## src/rtl/ysyx_22041211_lsu_pkg.sv

```systemverilog
// LSU shared definitions: load/store encodings,
// FSM states and the store strobe helper.
package ysyx_22041211_lsu_pkg;

  typedef enum logic [2:0] {
    LD_NONE = 3'd0,
    LD_LB   = 3'd1,
    LD_LBU  = 3'd2,
    LD_LH   = 3'd3,
    LD_LHU  = 3'd4,
    LD_LW   = 3'd5
  } load_e;

  typedef enum logic [1:0] {
    ST_NONE = 2'd0,
    ST_SB   = 2'd1,
    ST_SH   = 2'd2,
    ST_SW   = 2'd3
  } store_e;

  typedef enum logic [1:0] {
    S_IDLE = 2'd0,
    S_REQ  = 2'd1,
    S_RESP = 2'd2,
    S_OUT  = 2'd3
  } state_e;

  function automatic logic [3:0] store_strb(
    input logic [1:0] st,
    input logic [1:0] lane
  );
    logic [3:0] s;
    s = 4'b0000;
    unique case (1'b1)
      (st == ST_SB): s = 4'b0001 << lane;
      (st == ST_SH): s = 4'b0011 << lane;
      (st == ST_SW): s = 4'b1111;
      default:       s = 4'b0000;
    endcase
    return s;
  endfunction

endpackage

```

## src/rtl/ysyx_22041211_load_fmt.sv

```systemverilog
// Load data extraction: shift the read word down
// to the byte lane, then sign/zero extend.
module ysyx_22041211_load_fmt
  import ysyx_22041211_lsu_pkg::*;
#(
  parameter int DATA_LEN = 32
) (
  input  logic [DATA_LEN-1:0] rdata,
  input  logic [1:0]          lane,
  input  logic [2:0]          load_type,
  output logic [DATA_LEN-1:0] data
);

  logic [DATA_LEN-1:0] sh;

  assign sh = rdata >> {lane, 3'b000};

  // Pick the extension for the load width
  always_comb begin
    data = '0;
    unique case (1'b1)
      (load_type == LD_LB):
        data = {{(DATA_LEN-8){sh[7]}}, sh[7:0]};
      (load_type == LD_LBU):
        data = {{(DATA_LEN-8){1'b0}}, sh[7:0]};
      (load_type == LD_LH):
        data = {{(DATA_LEN-16){sh[15]}}, sh[15:0]};
      (load_type == LD_LHU):
        data = {{(DATA_LEN-16){1'b0}}, sh[15:0]};
      (load_type == LD_LW):
        data = sh;
      default:
        data = '0;
    endcase
  end

endmodule

```

## src/rtl/ysyx_22041211_lsu.sv

```systemverilog
// Load/store unit: accepts one instruction from EXU,
// runs at most one bus transaction, hands result to WB.
module ysyx_22041211_lsu
  import ysyx_22041211_lsu_pkg::*;
#(
  parameter int DATA_LEN = 32
) (
  input  logic                clk,
  input  logic                rst,
  input  logic                ex_valid_i,
  output logic                ex_ready_o,
  input  logic                wd_i,
  input  logic [4:0]          wreg_i,
  input  logic [DATA_LEN-1:0] alu_result_i,
  input  logic                mem_wen_i,
  input  logic [DATA_LEN-1:0] mem_wdata_i,
  input  logic [2:0]          load_type_i,
  input  logic [1:0]          store_type_i,
  output logic                bus_req_valid_o,
  input  logic                bus_req_ready_i,
  output logic [DATA_LEN-1:0] bus_addr_o,
  output logic                bus_wen_o,
  output logic [DATA_LEN-1:0] bus_wdata_o,
  output logic [3:0]          bus_wstrb_o,
  input  logic                bus_resp_valid_i,
  input  logic [DATA_LEN-1:0] bus_rdata_i,
  output logic                wb_valid_o,
  input  logic                wb_ready_i,
  output logic                wd_o,
  output logic [4:0]          wreg_o,
  output logic [DATA_LEN-1:0] wdata_o,
  output logic                misalign_o
);

  state_e state;

  logic                wd_r;
  logic [1:0]          lane_r;
  logic [2:0]          ld_r;
  logic [1:0]          st_r;
  logic [DATA_LEN-1:0] alu_r;
  logic [DATA_LEN-1:0] sdata_r;

  logic                accept;
  logic                is_load;
  logic                is_store;
  logic                non_mem;
  logic                mis;
  logic [1:0]          lane;
  logic [DATA_LEN-1:0] fmt_data;
  logic                unused_bits;

  // Store intent is carried by store_type_i alone
  assign unused_bits = mem_wen_i ^ (^st_r)
                     ^ (^alu_r) ^ (^sdata_r);

  assign ex_ready_o = (state == S_IDLE)
                   || (state == S_OUT && wb_ready_i);
  assign accept = ex_valid_i && ex_ready_o;

  assign lane     = alu_result_i[1:0];
  assign is_load  = (load_type_i != LD_NONE);
  assign is_store = !is_load
                 && (store_type_i != ST_NONE);
  assign non_mem  = !is_load && !is_store;

  // Misalignment check; a load overrides the store
  always_comb begin
    mis = 1'b0;
    unique case (1'b1)
      (load_type_i == LD_LH),
      (load_type_i == LD_LHU):
        mis = lane[0];
      (load_type_i == LD_LW):
        mis = (lane != 2'b00);
      (is_store && store_type_i == ST_SH):
        mis = lane[0];
      (is_store && store_type_i == ST_SW):
        mis = (lane != 2'b00);
      default:
        mis = 1'b0;
    endcase
  end

  ysyx_22041211_load_fmt #(
    .DATA_LEN(DATA_LEN)
  ) u_fmt (
    .rdata     (bus_rdata_i),
    .lane      (lane_r),
    .load_type (ld_r),
    .data      (fmt_data)
  );

  // Transaction FSM with registered bus and WB outputs
  always_ff @(posedge clk) begin
    if (rst) begin
      state           <= S_IDLE;
      wd_r            <= 1'b0;
      lane_r          <= 2'b00;
      ld_r            <= 3'd0;
      st_r            <= 2'd0;
      alu_r           <= '0;
      sdata_r         <= '0;
      bus_req_valid_o <= 1'b0;
      bus_addr_o      <= '0;
      bus_wen_o       <= 1'b0;
      bus_wdata_o     <= '0;
      bus_wstrb_o     <= 4'b0000;
      wb_valid_o      <= 1'b0;
      wd_o            <= 1'b0;
      wreg_o          <= 5'd0;
      wdata_o         <= '0;
      misalign_o      <= 1'b0;
    end else if (accept) begin
      wd_r    <= wd_i;
      lane_r  <= lane;
      ld_r    <= load_type_i;
      st_r    <= is_store ? store_type_i : 2'd0;
      alu_r   <= alu_result_i;
      sdata_r <= mem_wdata_i;
      wreg_o  <= wreg_i;
      misalign_o <= mis;
      if (non_mem || mis) begin
        state           <= S_OUT;
        wb_valid_o      <= 1'b1;
        bus_req_valid_o <= 1'b0;
        wd_o    <= non_mem ? wd_i : 1'b0;
        wdata_o <= non_mem ? alu_result_i : '0;
      end else begin
        state           <= S_REQ;
        wb_valid_o      <= 1'b0;
        bus_req_valid_o <= 1'b1;
        bus_addr_o <=
          {alu_result_i[DATA_LEN-1:2], 2'b00};
        bus_wen_o <= is_store;
        bus_wstrb_o <= is_store
          ? store_strb(store_type_i, lane)
          : 4'b0000;
        bus_wdata_o <= is_store
          ? (mem_wdata_i << {lane, 3'b000})
          : '0;
        wd_o    <= 1'b0;
        wdata_o <= '0;
      end
    end else begin
      unique case (state)
        S_REQ: begin
          if (bus_req_ready_i) begin
            bus_req_valid_o <= 1'b0;
            state           <= S_RESP;
          end
        end
        S_RESP: begin
          if (bus_resp_valid_i) begin
            state      <= S_OUT;
            wb_valid_o <= 1'b1;
            wd_o <= (ld_r != LD_NONE) ? wd_r : 1'b0;
            wdata_o <= (ld_r != LD_NONE)
              ? fmt_data : '0;
          end
        end
        S_OUT: begin
          if (wb_ready_i) begin
            wb_valid_o <= 1'b0;
            state      <= S_IDLE;
          end
        end
        default: begin
        end
      endcase
    end
  end

endmodule

```

## config.mk

```make
export PLATFORM = sky130hd
export DESIGN_NAME = ysyx_22041211_lsu
export DESIGN_NICKNAME = d
export VERILOG_FILES = /design/src/rtl/ysyx_22041211_lsu_pkg.sv /design/src/rtl/ysyx_22041211_load_fmt.sv /design/src/rtl/ysyx_22041211_lsu.sv
export SDC_FILE = /design/constraint.sdc
export NUM_CORES = 1
export LEC_CHECK = 0
export CAP_MARGIN = 20
export CORE_ASPECT_RATIO = 0.5
export CORE_MARGIN = 5
export CORE_UTILIZATION = 35
export DETAILED_ROUTE_END_ITERATION = 7
export GPL_ROUTABILITY_DRIVEN = 1
export GPL_TIMING_DRIVEN = 0
export PLACE_DENSITY = 0.65
export SLEW_MARGIN = 10
export SYNTH_ARGS = -nofsm -noshare
export SYNTH_HDL_FRONTEND = slang
export SYNTH_SLANG_ARGS = --single-unit
```

## constraint.sdc

```tcl
create_clock -name clk -period 6.62 [get_ports clk]
set_input_delay 1.324 -clock clk [delete_from_list [all_inputs] [get_ports clk]]
set_output_delay 1.324 -clock clk [all_outputs]
set_load 0.02 [all_outputs]
```

Word-level counts from Yosys, hierarchy flattened
Cells that the tools add are included.

Eq/ne operators: 17. Shifts and indexed selects: 4. Multiplexer cells: 32. Bitwise logic cells: 1. Reduce and logical (&&, ||, !) cells: 28.

Operators with widths (number): 2-to-1 mux 32 bit (7); one-hot mux 32 bit (5 select lines) (1); << shifter 32 x 5 -> 32 bit (1); right shift 32 x 5 -> 32 bit (1); 2-to-1 mux 1 bit (14); equality test 3 bit, second input constant (4); one-hot mux 4 bit (3 select lines) (1); nonzero test 2 bit (6); 2-to-1 mux 2 bit (5); equality test 3 x 2 -> 1 bit, second input constant (3); inequality test 3 bit, second input constant (3); nonzero test 3 bit (3); equality test 2 bit, second input constant (4); logical AND 1 bit (6); one-hot mux 2 bit (3 select lines) (1); AND reduction 2 bit (3); equality test 2 x 1 -> 1 bit, second input constant (2); 2-to-1 mux 4 bit (1); one-hot mux 1 bit (2 select lines) (2); AND reduction 4 bit (1); nonzero test 4 bit (1); << shifter 1 x 2 -> 4 bit, first input constant (1); << shifter 2 x 2 -> 4 bit, first input constant (1); equality test 3 x 1 -> 1 bit, second input constant (1); other kinds (7) (9).

Register bits after elaboration: 116. Bits of input ports: 114. Output and inout bits: 111. Word-level logic and storage cells: 96.

Longest topological paths before layout
Gate-level depths: netlist of run 1.

Depth in word-level cells: 9. Gate-level depth with buffers: 9. Mapped depth without buffers: 7.

Cells and area by module
Synthesis of run 1 repeated with hierarchy kept, for this count alone.

Cells, all modules: 657. Area, all modules: 5836.8 µm².

By module, submodules not included: ysyx_22041211_lsu (instances 1, cells an instance 556, area an instance 5011.1 µm², seq. area each 2322.2 µm²); ysyx_22041211_load_fmt (instances 1, cells an instance 101, area an instance 825.8 µm², seq. area each 0.0 µm²).

Worst setup path before layout of run 1
OpenSTA, ideal clock, no wires.

Kind: input-to-reg. From: input port store_type_i[0]. To: register bus_wdata_o[0]. Library setup time: 0.063 ns. Data arrival time: 3.050 ns. Required time: 6.557 ns. Path slack: 3.507 ns. Cell stages on the path: 9. Buffers on the path: 2. Path through: inv_1 ha_1 or4b_1 a211oi_2 nor3_2 a21oi_2 buf_4 buf_6 a22o_1.

Longest elaborated chain between the ends: 8. Elaborated cells on any way between the ends: 15. Those cells by class: 2 x eq/ne; 2 x mux; 1 x bitwise; 10 x reduce/logical.

Ends and longest elaborated chain: from (decl) (RTL line ysyx_22041211_lsu.sv:18) `input logic [1:0] store_type_i,`; nonzero test 2 bit (RTL line ysyx_22041211_lsu.sv:64) `&& (store_type_i != ST_NONE);`; logical AND 1 bit (RTL line ysyx_22041211_lsu.sv:64); logical AND 1 bit (on tied branches) (RTL line ysyx_22041211_lsu.sv:76, ysyx_22041211_lsu.sv:78); OR reduction 3 bit (no source line) / OR reduction 2 bit (equally long branches); one-hot mux 1 bit (2 select lines) (RTL line ysyx_22041211_lsu.sv:70) `unique case (1'b1)`; logical OR 1 bit (RTL line ysyx_22041211_lsu.sv:123) `if (non_mem || mis) begin`; NOT 1 bit (no source line); AND reduction 2 bit (no source line); to (signal assigned) (RTL line ysyx_22041211_lsu.sv:139) `bus_wdata_o <= is_store`; to (decl) (RTL line ysyx_22041211_lsu.sv:23) `output logic [DATA_LEN-1:0] bus_wdata_o,`.

Parallel ways exist; a longest one is shown, timed or not. A chain may end at the register's enable or synchronous reset.

Worst setup path after layout of run 1
From: input port wb_ready_i. To: output port ex_ready_o.

Longest elaborated chain between the ends: 2.

Ends and longest elaborated chain: from (decl) (RTL line ysyx_22041211_lsu.sv:28) `input logic wb_ready_i,`; logical AND 1 bit (RTL line ysyx_22041211_lsu.sv:58) `|| (state == S_OUT && wb_ready_i);`; logical OR 1 bit (RTL line ysyx_22041211_lsu.sv:58); to (decl) (RTL line ysyx_22041211_lsu.sv:11) `output logic ex_ready_o,`.

Every way passes these cells.

==> results of run 1 <==
## routing by layer
layer	track usage [%]	wire length, um	vias to the layer above
li1	-	-	2958
met2	37.63	10290	260
met4	6.491	335	2
met5	0	13	-
met1	30.15	9879	2991
met3	7.714	1995	33
## cell type report
class                      count  area share (%)
clock buffer                  19           5.127
buffer                        61           3.042
sequential                   116           26.88
multi-input combinational    480           34.53
timing repair buffer         220           25.43
inverter                      13          0.5649
clock inverter                13           1.463
tap                          204           2.955
## synthesized netlist by cell type, types with 2 or more instances
library cell | count | area [um2]
sky130_fd_sc_hd__a211o_1 | 9 | 78.83
sky130_fd_sc_hd__a211oi_1 | 17 | 127.6
sky130_fd_sc_hd__a211oi_2 | 2 | 25.02
sky130_fd_sc_hd__a21o_1 | 2 | 15.01
sky130_fd_sc_hd__a21oi_1 | 72 | 360.4
sky130_fd_sc_hd__a221oi_1 | 14 | 122.6
sky130_fd_sc_hd__a22o_1 | 20 | 175.2
sky130_fd_sc_hd__a22oi_1 | 9 | 67.56
sky130_fd_sc_hd__a311oi_1 | 2 | 17.52
sky130_fd_sc_hd__a32o_1 | 9 | 90.09
sky130_fd_sc_hd__and2_1 | 4 | 25.02
sky130_fd_sc_hd__buf_1 | 3 | 11.26
sky130_fd_sc_hd__buf_2 | 6 | 30.03
sky130_fd_sc_hd__buf_4 | 3 | 22.52
sky130_fd_sc_hd__buf_6 | 2 | 22.52
sky130_fd_sc_hd__clkbuf_1 | 47 | 176.4
sky130_fd_sc_hd__dfxtp_1 | 116 | 2322
sky130_fd_sc_hd__ha_1 | 8 | 100.1
sky130_fd_sc_hd__inv_1 | 12 | 45.04
sky130_fd_sc_hd__mux2_2 | 2 | 22.52
sky130_fd_sc_hd__mux2i_1 | 32 | 320.3
sky130_fd_sc_hd__nand2_1 | 53 | 198.9
sky130_fd_sc_hd__nand2b_1 | 2 | 12.51
sky130_fd_sc_hd__nand3_1 | 31 | 155.2
sky130_fd_sc_hd__nand4_1 | 2 | 12.51
sky130_fd_sc_hd__nor2_1 | 45 | 168.9
sky130_fd_sc_hd__nor2b_1 | 18 | 112.6
sky130_fd_sc_hd__nor3_1 | 19 | 95.09
sky130_fd_sc_hd__o21ai_0 | 34 | 170.2
sky130_fd_sc_hd__o21ai_1 | 31 | 155.2
sky130_fd_sc_hd__o22ai_1 | 11 | 68.82
sky130_fd_sc_hd__o2bb2ai_1 | 8 | 70.07
sky130_fd_sc_hd__or3_1 | 2 | 12.51
## cells in the final DEF, fill, tap and decap left out, drive strengths merged, types with 3 or more instances in the layout
cell           instances
a22oi                  9
clkbuf                66
a21oi                 73
clkinv                 4
a211oi                19
nand3                 31
and2                   4
dfxtp                116
a221oi                14
nand2                 53
o2bb2ai                8
clkinvlp               4
ha                     8
a32o                   9
buf                   15
a211o                  9
nor2                  45
clkdlybuf4s50        219
mux2                   3
inv                   17
o21ai                 65
o22ai                 11
a22o                  20
nor3                  20
mux2i                 32
nor2b                 18
## per-stage QoR
step	cell area, um2	utilization [%]	power, mW
2_1_floorplan	5610	-	1.406
3_3_place_gp	8058	51.87	1.819
3_5_place_dp	8069	51.94	1.833
4_1_cts	8638	55.61	2.732
5_1_grt	8638	55.61	2.861
6_report	8638	55.61	2.729
## sequential cells by signal, summed over array words and instances (netlist names), 2 cells and up
register,cells
bus_addr_o,30
bus_wdata_o,32
bus_wstrb_o,4
lane_r,2
ld_r,3
state,2
wdata_o,32
wreg_o,5
## critical path, cell delays in order
cell and delay (ns):
sky130_fd_sc_hd__clkdlybuf4s50_1 0.49, sky130_fd_sc_hd__a21o_1 0.24, sky130_fd_sc_hd__clkdlybuf4s50_1 0.66
## how the worst max path moves through the flow
| stage | from | end | slack, ns | cells after the start |
|---|---|---|---|---|
| global route | wb_ready_i | ex_ready_o | 2.55 | 3 |
| finish | wb_ready_i | ex_ready_o | 2.58 | 3 |
| detailed placement | wb_ready_i | ex_ready_o | 2.61 | 3 |
| floorplan | store_type_i[0] | bus_wdata_o[0] | 3.51 | 9 |
| global placement | wb_ready_i | bus_wdata_o[4] | 2.56 | 6 |
| CTS | wb_ready_i | ex_ready_o | 2.60 | 3 |
## logic make-up (layout without fill, tap and decap cells)
| group | count (synthesis) | in the layout | share of synthesized area (%) |
|---|---|---|---|
| other | 1 | 2 | 0.06689 |
| AND/OR/NAND/NOR | 182 | 182 | 15.09 |
| flip-flops | 116 | 116 | 41.42 |
| AO/OA/AOI/OAI | 253 | 253 | 29.77 |
| buffers and inverters | 74 | 326 | 5.557 |
| adder cells (fa/ha/maj) | 8 | 8 | 1.785 |
| multiplexers | 35 | 35 | 6.316 |
## power by group through the flow
stage                     Combinational, mW  Sequential (mW)  Clock (mW)
after global routing                   1.06            0.866       0.939
after floorplan                       0.442            0.963           0
after CTS                             0.973            0.852       0.906
after detailed placement              0.968            0.866           0
final                                 0.981            0.853       0.896
after global placement                0.956            0.863           0
==> load_flow_metrics.sql, run 1 <==
INSERT INTO impl_metrics (metric_group, metric, value, unit) VALUES
('timing', 'finalCriticalPeriod', '4.038', 'ns'),
('floorplanning', 'die_y', '99.50', 'um'),
('layout', 'multi_input_comb_area', '2983', 'um2'),
('placed_design', 'place_inst', '1094', ''),
('worst_hold_path', 'holdPathStages', '2', ''),
('timing', 'hold_slack', '0.4583', 'ns'),
('power', 'comb_power_share', '35.9', '%'),
('cts', 'cts_repair_resize_count', '0', ''),
('cts', 'buffer_cell_driving_the_clock_tree_root', 'sky130_fd_sc_hd__clkbuf_16', ''),
('route', 'routed_wire_length_per_instance', '19.99', 'um'),
('global_routing', 'grt.total_usage', '23.32', '%'),
('setup_path', 'ff2ff_setup_slack', '3.73', 'ns'),
('placed_design', 'io_buffers', '219', ''),
('yosys', 'synth_warnings', '0', ''),
('layout', 'num-nets-final', '1031', ''),
('timing', 'setup_ws', '2.582', 'ns'),
('timing', 'finalSetupViolations', '0', ''),
('cts', 'h-tree-depth', '4', ''),
('floorplanning', 'core_area', '15530', 'um2'),
('yosys', 'postSynthRegisterBits', '116', ''),
('placed_design', 'dpl_worst_slack', '2.606', 'ns'),
('yosys', 'yosys.cell_types.count', '55', ''),
('setup_path', 'timing.rr.start', 'state[0]', ''),
('floorplanning', 'dieArea', '18800', 'um2'),
('timing', 'maxSlewViolCount', '0', ''),
('route', 'drc_errors', '0', ''),
('timing', 'fin_worst_skew', '0.01353', 'ns'),
('cts', 'numCtsBuffers', '17', ''),
('flow_run', 'maxCapViolations', '0', ''),
('placed_design', 'post_detail_place_hpwl', '17.04', 'mm'),
('cts', 'number_of_clock_sinks', '116', ''),
('timing', 'final.period_utilization', '60.99', '%'),
('yosys', 'synthesis.area_per_instance', '8.381', 'um2'),
('setup_path', 'ff2ff_path_depth', '9', ''),
('setup_path', 'r2r-end', 'wdata_o[23]', ''),
('global_routing', 'grt_pass1_vias', '6210', ''),
('cts', 'cts_hold_buf', '0', ''),
('cts', 'clock_tree_from_tritoncts', 'done', ''),
('timing', 'slew-limit-headroom', '36.22', '%'),
('worst_hold_path', 'worst_hold_path.endpoint', 'wreg_o[1]', ''),
('cts', 'post_cts.repair.setup_buffers', '0', ''),
('yosys', 'synth_sequential_area_ratio', '41.42', '%'),
('cts', 'cts-root-to-sink-buffers', '2', ''),
('cts', 'insertion_delay', '0.42', 'ns'),
('layout', 'register_area', '2322', 'um2'),
('timing', 'rsz0062_at_grt', 'no', ''),
('power', 'seq_power_share', '31.2', '%'),
('floorplanning', 'count_of_pins_on_the_block_boundary', '225', ''),
('timing', 'fin_tns_setup', '0', 'ns'),
('yosys', 'netlist_area', '5607', 'um2'),
('cts', 'clk_pin_slew_worst_paths', '0.05', 'ns'),
('setup_path', 'worst_ep_arrival_time', '2.71', 'ns'),
('timing', 'worst_margin_pin_slew', '0.9463', 'ns'),
('route', 'first_pass_iteration_count_of_the_detailed_router', '5', ''),
('power', 'clockPowerShare', '32.8', '%'),
('worst_hold_path', 'timing.hold.worst.class', 'register to register', ''),
('setup_path', 'cp_max_fo', '5', ''),
('layout', 'nFillCells', '1431', ''),
('timing', 'timing.fmax', '247.7', 'MHz'),
('floorplanning', 'rows', '32', ''),
('power', 'cell_internal_pwr', '1.725', 'mW'),
('power', 'power_dens_cells', '315.9', 'nW/um2'),
('timing', 'finalHoldViolations', '0', ''),
('setup_path', 'worst-endpoint-required', '5.30', 'ns'),
('status', 'status', 'finished clean', ''),
('global_routing', 'grt_max_degree', '17', ''),
('route', 'ant_nets', '0', ''),
('setup_path', 'criticalPathCategory', 'primary input to output pin', ''),
('yosys', 'synth_edf_count', '0', ''),
('setup_path', 'cp-start-kind', 'primary input', ''),
('floorplanning', 'die-width', '189.0', 'um');
Power figures use the tool's default switching activity.
==> run 2: changes to the inputs <==
==> constraint.sdc (replaced) <==
create_clock -name clk -period 3.8 [get_ports clk]
set_input_delay 0.76 -clock clk [delete_from_list [all_inputs] [get_ports clk]]
set_output_delay 0.76 -clock clk [all_outputs]
set_load 0.02 [all_outputs]
==> results of run 2 <==
Same layout as run 1 (identical final DEF). Status: finished clean.
Main changes from that run: setup slack after placement 2.606 ns -> 0.3711 ns; clock-pin slew on the worst setup and hold paths 0.05 ns -> 0.06 ns; setup slack after layout 2.582 ns -> 0.7534 ns; start point of the critical path wb_ready_i -> store_type_i[0]; end point of the critical path ex_ready_o -> bus_wdata_o[27]; register-to-register setup slack 3.73 ns -> 0.91 ns; total power 2.729 mW -> 4.755 mW; worst IR drop on VDD 0.2274 mV -> 0.3962 mV
==> run 3: changes to the inputs <==
==> constraint.sdc (replaced) <==
create_clock -name clk -period 2.9 [get_ports clk]
set_input_delay 0.58 -clock clk [delete_from_list [all_inputs] [get_ports clk]]
set_output_delay 0.58 -clock clk [all_outputs]
set_load 0.02 [all_outputs]
==> run 3 against run 2 <==
  * Routed wire length is 0.32% higher
  * Highest routed layer unchanged
  * Clock-buffer cell count stayed put
  * Die area stayed put
  * Core utilization is 0.25 points higher
  * Largest power group unchanged
  * Worst hold slack better by 0.0010 ns
  * Non-clock buffer count is 1 higher
  * Total power is 31% higher
  * Register-to-register slack worse by 0.68 ns
  * Critical path type unchanged
  * First-iteration DRC count is 18% higher
==> load_flow_metrics.sql, run 3 (synthesis gave the netlist of run 1 again) <==
INSERT INTO impl_metrics (metric_group, metric, value, unit) VALUES
('power', 'sw_frac_of_total', '36.79', '%'),
('flow_run', 'maxCapViolations', '0', ''),
('power', 'power_dens_cells', '719.2', 'nW/um2'),
('placed_design', 'place.gp.congestion', '0.8675', ''),
('setup_path', 'worst_ep_arrival_time', '3.13', 'ns'),
('setup_path', 'criticalPathCategory', 'primary input to register', ''),
('timing', 'timing.fmax', '360.6', 'MHz'),
('cts', 'h-tree-depth', '4', ''),
('cts', 'clock_tree_from_tritoncts', 'done', ''),
('timing', 'final.period_utilization', '95.62', '%'),
('route', 'routed_wire_length_per_instance', '20.04', 'um'),
('route', 'drc_errors', '0', ''),
('timing', 'worst_margin_pin_slew', '0.9338', 'ns'),
('route', 'post_route_wl', '22.58', 'mm'),
('cts', 'insertion_delay', '0.42', 'ns'),
('floorplanning', 'count_of_pins_on_the_block_boundary', '225', ''),
('timing', 'finalHoldViolations', '0', ''),
('timing', 'slew-limit-headroom', '37.06', '%'),
('timing', 'hold_slack', '0.4593', 'ns'),
('status', 'status', 'finished clean', ''),
('route', 'dr_total_vias', '6194', ''),
('floorplanning', 'initial_utilization', '36.09', '%'),
('route', 'drtIter0Drc', '553', ''),
('cts', 'clk_pin_slew_worst_paths', '0.06', 'ns'),
('timing', 'rsz0062_at_grt', 'no', ''),
('layout', 'non_filler_instance_count_after_layout', '1127', ''),
('power', 'clockPowerShare', '32.8', '%'),
('power', 'vdd_ir_drop_max', '0.5163', 'mV'),
('floorplanning', 'die_y', '99.50', 'um'),
('floorplanning', 'dieArea', '18800', 'um2'),
('power', 'comb_power_share', '36.0', '%'),
('layout', 'diodes', '0', ''),
('cts', 'numCtsBuffers', '17', ''),
('layout', 'num-nets-final', '1032', ''),
('placed_design', 'io_buffers', '219', ''),
('placed_design', 'post_detail_place_hpwl', '17.04', 'mm'),
('global_routing', 'grt_pass1_vias', '6202', ''),
('global_routing', 'grt-ovfl-total', '0', ''),
('cts', 'cts-root-to-sink-buffers', '2', ''),
('cts', 'buffer_cell_driving_the_clock_tree_root', 'sky130_fd_sc_hd__clkbuf_16', ''),
('timing', 'finalSetupViolations', '0', ''),
('placed_design', 'dpl_worst_slack', '-0.3489', 'ns'),
('layout', 'drive_above_1_share', '6.501', '%'),
('layout', 'final_common_cell', 'sky130_fd_sc_hd__clkdlybuf4s50_1', ''),
('layout', 'nFillCells', '1430', ''),
('worst_hold_path', 'timing.hold.worst.class', 'register to register', ''),
('setup_path', 'setup.worst_path.end_class', 'register', ''),
('route', 'ant_nets', '0', ''),
('placed_design', 'place_inst', '1094', ''),
('timing', 'maxSlewViolCount', '0', ''),
('route', 'via_per_inst', '5.496', ''),
('setup_path', 'ff2ff_setup_slack', '0.23', 'ns'),
('layout', 'layout.cells.most_common_list', 'sky130_fd_sc_hd__clkdlybuf4s50_1 (219), sky130_fd_sc_hd__dfxtp_1 (116), sky130_fd_sc_hd__a21oi_1 (71)', ''),
('layout', 'flow.area_growth_from_synthesis', '54.76', '%'),
('layout', 'largestRegisters', 'bus_wdata_o (32), wdata_o (32), bus_addr_o (30)', ''),
('power', 'cell_internal_pwr', '3.945', 'mW'),
('floorplanning', 'core_area', '15530', 'um2'),
('timing', 'finalCriticalPeriod', '2.773', 'ns'),
('global_routing', 'grt_max_degree', '17', ''),
('cts', 'number_of_clock_sinks', '116', ''),
('route', 'first_pass_iteration_count_of_the_detailed_router', '5', ''),
('power', 'power.switching', '2.296', 'mW'),
('global_routing', 'grt_first_pass_wirelength', '34.70', 'mm'),
('global_routing', 'antenna_found_initial', '1', ''),
('timing', 'fin_worst_skew', '0.01049', 'ns'),
('setup_path', 'cp-start-kind', 'primary input', ''),
('floorplanning', 'die-width', '189.0', 'um'),
('floorplanning', 'rows', '32', ''),
('global_routing', 'grt.total_usage', '23.33', '%'),
('power', 'seq_power_share', '31.2', '%'),
('setup_path', 'worst-endpoint-required', '3.26', 'ns'),
('timing', 'setup_ws', '0.1271', 'ns'),
('cts', 'cts_hold_buf', '0', ''),
('power', 'total_leakage_power', '3.128', 'nW'),
('setup_path', 'cp_max_fo', '10', '');
run 3: stage by stage:
| step | utilization [%] | TNS, ns | total power [mW] | instance area (um2) |
|---|---|---|---|---|
| floorplan | - | 0 | 3.209 | 5610 |
| global placement | 51.87 | -23.00 | 4.153 | 8058 |
| detailed placement | 51.94 | -24.33 | 4.185 | 8069 |
| CTS | 55.61 | 0 | 6.237 | 8638 |
| global route | 55.86 | 0 | 6.542 | 8677 |
| finish | 55.86 | 0 | 6.240 | 8677 |
run 3: cell type report:
type	instances	area (um2)	area share, %
tap	204	255.2	2.942
buffer	61	267.8	3.086
timing repair buffer	221	2205	25.41
multi-input combinational	480	3009	34.68
sequential	116	2322	26.76
clock inverter	13	126.4	1.456
clock buffer	19	442.9	5.105
inverter	13	48.80	0.5624
run 3: critical path: stages:
cell and delay, ns:
sky130_fd_sc_hd__clkdlybuf4s50_1 0.49, sky130_fd_sc_hd__inv_1 0.08, sky130_fd_sc_hd__ha_1 0.28, sky130_fd_sc_hd__or4b_4 0.53, sky130_fd_sc_hd__a211oi_4 0.33, sky130_fd_sc_hd__nor3_4 0.12
sky130_fd_sc_hd__a21oi_2 0.18, sky130_fd_sc_hd__buf_4 0.21, sky130_fd_sc_hd__buf_6 0.17, sky130_fd_sc_hd__a22o_1 0.15
run 3: power groups by stage:
stage	clock network, mW	logic [mW]	registers, mW
CTS	2.07	2.22	1.95
finish	2.05	2.25	1.95
global route	2.14	2.42	1.98
global placement	0	2.18	1.97
floorplan	0	1.01	2.20
detailed placement	0	2.21	1.98
run 3: path summary, 6_finish.rpt:
check	start	to	depth (start not counted)
hold / removal	bus_wen_o	bus_wen_o	1
setup / recovery	store_type_i[0]	bus_wdata_o[23]	10
hold reg to reg	bus_wen_o	bus_wen_o	1
setup reg to reg	state[0]	wdata_o[18]	8
run 3: timing repair:
item / CTS / global route
setup endpoints to repair: 0 / 73
hold endpoints to repair: 0 / 0
setup buffers: 0 / 1
gates resized for setup: 0 / 13
run 3: per-layer routing:
layer	GRT usage (%)	routed length [um]	vias to the layer above
met4	6.715	306	2
met5	0	13	-
li1	-	-	2949
met2	37.77	10360	269
met1	30.21	9951	2946
met3	7.328	1946	28
